$ cat src/rtl/tt_fpga_pad_bridge.sv
`default_nettype none
// tt_fpga_pad_bridge: pad-side input synchronisers, registered bidir drive and a
// hold-window reset conditioner between the iCE40 SB_IO cells and a Tiny Tapeout core.
module tt_fpga_pad_bridge #(
  parameter int UI_WIDTH        = 8,
  parameter int UIO_WIDTH       = 8,
  parameter int SYNC_STAGES     = 2,
  parameter int RST_HOLD_CYCLES = 16
) (
  input  logic                 clk,
  input  logic                 rst_n,
  input  logic [UI_WIDTH-1:0]  ui_pad_in,
  output logic [UI_WIDTH-1:0]  ui_in,
  input  logic [UIO_WIDTH-1:0] uio_pad_in,
  output logic [UIO_WIDTH-1:0] uio_pad_out,
  output logic [UIO_WIDTH-1:0] uio_pad_oe,
  output logic [UIO_WIDTH-1:0] uio_in,
  input  logic [UIO_WIDTH-1:0] uio_out,
  input  logic [UIO_WIDTH-1:0] uio_oe,
  output logic                 core_rst_n,
  output logic                 core_ena
);

  localparam int CNT_W = $clog2(RST_HOLD_CYCLES) + 1;
  localparam logic [CNT_W-1:0] CNT_LAST = CNT_W'(RST_HOLD_CYCLES - 1);
  localparam logic [CNT_W-1:0] CNT_ONE  = CNT_W'(1);

  typedef enum logic [1:0] {
    ST_RESET = 2'd0,
    ST_HOLD  = 2'd1,
    ST_RUN   = 2'd2
  } state_t;

  state_t               state;
  logic [CNT_W-1:0]     hold_cnt;
  logic [1:0]           rst_sync;
  logic                 rst_s;
  logic [UI_WIDTH-1:0]  ui_sync  [SYNC_STAGES];
  logic [UIO_WIDTH-1:0] uio_sync [SYNC_STAGES];

  // Independent flop chains per bit; uio is sampled even while the core drives it.
  always_ff @(posedge clk or negedge rst_n) begin
    if (!rst_n) begin
      for (int i = 0; i < SYNC_STAGES; i++) begin
        ui_sync[i]  <= '0;
        uio_sync[i] <= '0;
      end
    end else begin
      ui_sync[0]  <= ui_pad_in;
      uio_sync[0] <= uio_pad_in;
      for (int i = 1; i < SYNC_STAGES; i++) begin
        ui_sync[i]  <= ui_sync[i-1];
        uio_sync[i] <= uio_sync[i-1];
      end
    end
  end

  assign ui_in  = ui_sync[SYNC_STAGES-1];
  assign uio_in = uio_sync[SYNC_STAGES-1];

  // Async assert, sync deassert of the board reset.
  always_ff @(posedge clk or negedge rst_n) begin
    if (!rst_n) begin
      rst_sync <= 2'b00;
    end else begin
      rst_sync <= {rst_sync[0], 1'b1};
    end
  end

  assign rst_s = rst_sync[1];

  always_ff @(posedge clk or negedge rst_n) begin
    if (!rst_n) begin
      state      <= ST_RESET;
      hold_cnt   <= '0;
      core_rst_n <= 1'b0;
      core_ena   <= 1'b0;
    end else begin
      case (state)
        ST_RESET: begin
          core_rst_n <= 1'b0;
          core_ena   <= 1'b0;
          if (rst_s) begin
            state    <= ST_HOLD;
            hold_cnt <= '0;
          end
        end
        ST_HOLD: begin
          if (hold_cnt == CNT_LAST) begin
            state      <= ST_RUN;
            core_rst_n <= 1'b1;
            core_ena   <= 1'b1;
          end else begin
            hold_cnt <= hold_cnt + CNT_ONE;
          end
        end
        ST_RUN: begin
          core_rst_n <= 1'b1;
          core_ena   <= 1'b1;
        end
        default: begin
          state      <= ST_RESET;
          hold_cnt   <= '0;
          core_rst_n <= 1'b0;
          core_ena   <= 1'b0;
        end
      endcase
    end
  end

  // Pads stay hi-Z until the core is running; drive data is passed through regardless.
  always_ff @(posedge clk or negedge rst_n) begin
    if (!rst_n) begin
      uio_pad_out <= '0;
      uio_pad_oe  <= '0;
    end else begin
      uio_pad_out <= uio_out;
      uio_pad_oe  <= (state == ST_RUN) ? uio_oe : '0;
    end
  end

endmodule
`default_nettype wire

$ cat config.mk
export PLATFORM = sky130hd
export DESIGN_NAME = tt_fpga_pad_bridge
export DESIGN_NICKNAME = d
export VERILOG_FILES = /design/src/rtl/tt_fpga_pad_bridge.sv
export SDC_FILE = /design/constraint.sdc
export NUM_CORES = 1
export LEC_CHECK = 0
export CORE_MARGIN = 2
export CORE_UTILIZATION = 30
export DETAILED_ROUTE_END_ITERATION = 8
export HOLD_SLACK_MARGIN = 0.02
export REMOVE_ABC_BUFFERS = 1
export SYNTH_ARGS = -nofsm -noshare
export SYNTH_HDL_FRONTEND = slang
export SYNTH_SLANG_ARGS = --single-unit
$ cat constraint.sdc
create_clock -name clk -period 3.8 [get_ports clk]
set_input_delay 0.38 -clock clk [delete_from_list [all_inputs] [get_ports clk]]
set_output_delay 0.38 -clock clk [all_outputs]
set_load 0.01 [all_outputs]
; ---- Word-level counts from Yosys, hierarchy flattened
; Cells that the tools add are included.
[totals]
ff_bits = 58
in_bits = 34
output_inout_bits = 34
word_cells = 30
[classes]
addsub = 1
n_eq_ne = 6
n_mux = 9
bitwise = 1
reduce_logical = 3
[ops]
columns = cell, n
row1 = $pmux W5 S3, 1
row2 = $mux W5, 2
row3 = $mux W8, 1
row4 = $ne A2 B2 Y1 const B, 3
row5 = $pmux W2 S3, 1
row6 = $reduce_and A3 Y1, 2
row7 = $add A5 B1 Y5 const B, 1
row8 = $eq A5 B4 Y1 const B, 1
row9 = $mux W2, 2
row10 = $eq A2 B1 Y1 const B, 1
row11 = $eq A2 B2 Y1 const B, 1
row12 = $logic_not A2 Y1, 1
row13 = $pmux W1 S2, 1
row14 = $mux W1, 1
row15 = $not A1 Y1, 1

; ---- Longest topological paths before layout
[depth]
depth_word = 3
mapped_depth = 6

; ---- Worst setup path after synthesis
; OpenSTA, ideal clock, no wires.
[synth_path]
kind = reg-to-reg
from = register hold_cnt[0]
to = register hold_cnt[0]
setup_ns = 0.125
arrival_ns = 1.694
setup_slack_ns = 1.981
path_stages_with_launch = 7
n_path_buf = 0
period_less_slack_ns = 1.819
path_cell_list = dfrtp_1 ha_1 and3_1 ha_1 and2_1 or3_1 mux2_4
[synth_between]
elab_chain_len = 3
[synth_lines]
columns = item, line
row1 = from (decl), 35  ; logic [CNT_W-1:0] hold_cnt;
row2 = from (signal assigned), 94  ; hold_cnt <= hold_cnt + CNT_ONE;
row3 = $add A5 B1 Y5 or $eq A5 B4 Y1 (tied branches), "94, 89"
row4 = $mux W5 or $ne A2 B2 Y1 (tied branches), --
row5 = $pmux W5 S3 or $reduce_and A3 Y1 (tied branches), --
; Parallel ways exist; a longest one is shown, timed or not. The select of a mux whose other input is x is not followed.
; A chain may end at the register's enable or synchronous reset.

; ---- Worst setup path in the final report
; Same ends and word-level chain as after synthesis.

==> results.tsv <==
metric	value	unit
antenna_found_initial	0	
synth_top_area_share	75.0	%
p_total	1.42	mW
p_sw_share	25.3	%
ir_drop	301	uV
finalCritPeriodShare	50.4	%
clock_sinks	58	
critical_path_arrival	2.12	ns
synth_edf_count	0	
start_util	30.8	%
postRouteAntennaNets	0	
grt_start_max_net_pins	59	
die_x	84.3	um
ys_async_sr_fraction	100	%
relSlewSlack	53.0	%
setup_viol	0	
first_pass_iters	4	
cts_inserted_buffers	9	
rows	29	
met2_wirelength	1.39	mm
syn_area_per_cell	16.0	um^2
yosysWarnings	0	
setup_slack	1.89	ns
clock_power_share	34.6	%
p_leak	1.22	nW
drive_above_1_share	12.4	%
wl	3.27	mm
syn-cell-area	1940	um^2
cts_setup_buffers	0	
wl_per_cell	12.4	um
holdCritPathClass	primary input to asynchronous set/reset pin	
nets	221	
final_area	2740	um^2
synth_common_cells	dfrtp_1 (58), buf_4 (17), and2_1 (9)	
die_area	7110	um^2
post_dp_cell_area	2560	um^2
place_hpwl	2.23	mm
path_cells	ha_1 -> and3_1 -> ha_1 -> and2_1 -> or3_1 -> mux2_4	
clk_root_buffer_cell	clkbuf_8	
worstRegToRegCells	6	
grt_pass1_vias	1124	
wl_met1	1.53	mm
r2r_slack	1.89	ns
place.gp.congestion	0.756	
ys_top_cells_by_area	dfrtp_1 (75%), buf_4 (6.6%), ha_1 (3.9%), and2_1 (2.9%), mux2_2 (1.2%)	
regToRegEndpoint	hold_cnt[0]	
clk_latency	0.32	ns
diodes	0	
crit_path_top_delay_cell	dfrtp_1	
io_pins	68	
ys_ff_latch	58	
preCtsSetupSlack	1.89	ns
core	6280	um^2
cp_max_fo	5	
start_kind	register	
fin_tns_setup	0	ns
synth_cell_types	27	
yosysTopAreaCell	dfrtp_1	
path_common_cell	ha_1	
route.detailed.drc	0	
drv_cap	0	
synth_flop_cell	dfrtp_1	
synth.most_common_cell	dfrtp_1	
p_comb_share	16.7	%
path_class	register to register	
cts_resized	0	
critPathCaptureType	register	
hold_viol	0	
vias	1072	
maxUsedRoutingLayer	met4	
cts_tree	built	
hold_buffers	0	
clock-skew-final	0.00685	ns
overflow	0	
ys_seq_area_share	75.0	%
critPathRequiredTime	4.00	ns
die_y	84.3	um
cp.buffers_inverters	0	
io_buffers	67	
slew_viol_final	0	
p_int	1.06	mW
first_iter_violations	26	
status	complete, no violations	
grtUsageTotal	10.2	%
finalCriticalPeriod	1.91	ns
grt_setup_unrepaired	no	
syn_inst	121	
cpPeakStageDelay	0.41	ns
area_delta_synth_final	41.7	%
viasPerCell	4.08	
clockBufferDepth	2	
wl_met3	281	um
cp_top_family	simple AND/OR/NAND/NOR gates	
p_seq_share	48.7	%
powerDensity	516	nW/um^2
h-tree-depth	3	
grt_pass1_wl	5.46	mm
reg2reg_from	hold_cnt[0]	
fmax	522	MHz
clkTransAtPathRegs	0.07	ns
power_switching	0.358	mW
worstMarginPinSlew	0.705	ns
## layer usage
metal / track usage, % / up-vias
li1: - / 496
met1: 12.6 / 509
met2: 14.6 / 59
met3: 4.42 / 8
met4: 6.60 / 0
met5: 0 / -
## how the worst max path moves through the flow
stage | from | end | slack (ns) | depth (start not counted)
5_1_grt | hold_cnt[0] | hold_cnt[0] | 1.78 | 6
4_1_cts | hold_cnt[0] | hold_cnt[0] | 1.88 | 6
3_3_place_gp | hold_cnt[0] | hold_cnt[0] | 1.92 | 6
3_5_place_dp | hold_cnt[0] | hold_cnt[0] | 1.89 | 6
2_1_floorplan | hold_cnt[0] | hold_cnt[0] | 1.98 | 6
6_report | hold_cnt[0] | hold_cnt[0] | 1.89 | 6
## kinds of logic (layout without fill, tap and decap cells)
group           Yosys count  in the layout  synth area share, %
fa+ha+maj                 6              6                 3.88
flops                    58             58                 75.0
other cells               1              1                0.194
mux                       3              3                 1.94
compound gates            8              8                 3.43
buf+inv                  23             88                 8.14
simple gates             22             22                 7.43
## cells in the final DEF, fill, tap and decap left out, types with 2 or more instances in the layout
master	instances
a22o_1	2
and2_1	9
clkbuf_8	10
clkdlybuf4s50_1	66
clkinv_2	2
clkinv_4	2
clkinvlp_4	2
dfrtp_1	58
ha_1	6
inv_1	4
mux2_2	2
nand2_1	2
nand2b_1	2
nor3b_1	2
## registers in the layout, summed over array words and instances, names as in the netlist
signal	count
uio_pad_oe	8
uio_pad_out	8
uio_sync	8
ui_sync	8
core_ena	1
uio_in	8
hold_cnt	5
state	2
ui_in	8
rst_sync	2
## worst register-to-register path, cell delays in order (launching register included)
cell and delay, ns:
dfrtp_1 0.41, ha_1 0.23, and3_1 0.19, ha_1 0.22, and2_1 0.18, or3_1 0.32
mux2_4 0.26
## final cells by class
cell class	instances	area [um^2]
tap	77	96.3
timing repair buffer	68	673
clock inverter	6	42.5
clock buffer	10	138
sequential	58	1450
multi-input combinational	40	327
inverter	4	15.0
fill	568	3530
## power groups by stage
stage | clock network, mW | logic [mW] | registers [mW]
after floorplan | 0 | 0.108 | 0.709
after global placement | 0 | 0.234 | 0.701
after detailed placement | 0 | 0.237 | 0.702
after CTS | 0.513 | 0.239 | 0.691
after global routing | 0.542 | 0.259 | 0.697
final | 0.489 | 0.237 | 0.690
## per-stage QoR
step	hold slack [ns]	std cells	util, %
after floorplan	0.0844	102	-
after global placement	0.331	247	40.8
after detailed placement	0.335	247	40.8
after CTS	0.200	263	43.7
after global routing	0.248	263	43.7
final	0.189	263	43.7
(Power assumes the default switching activity.)
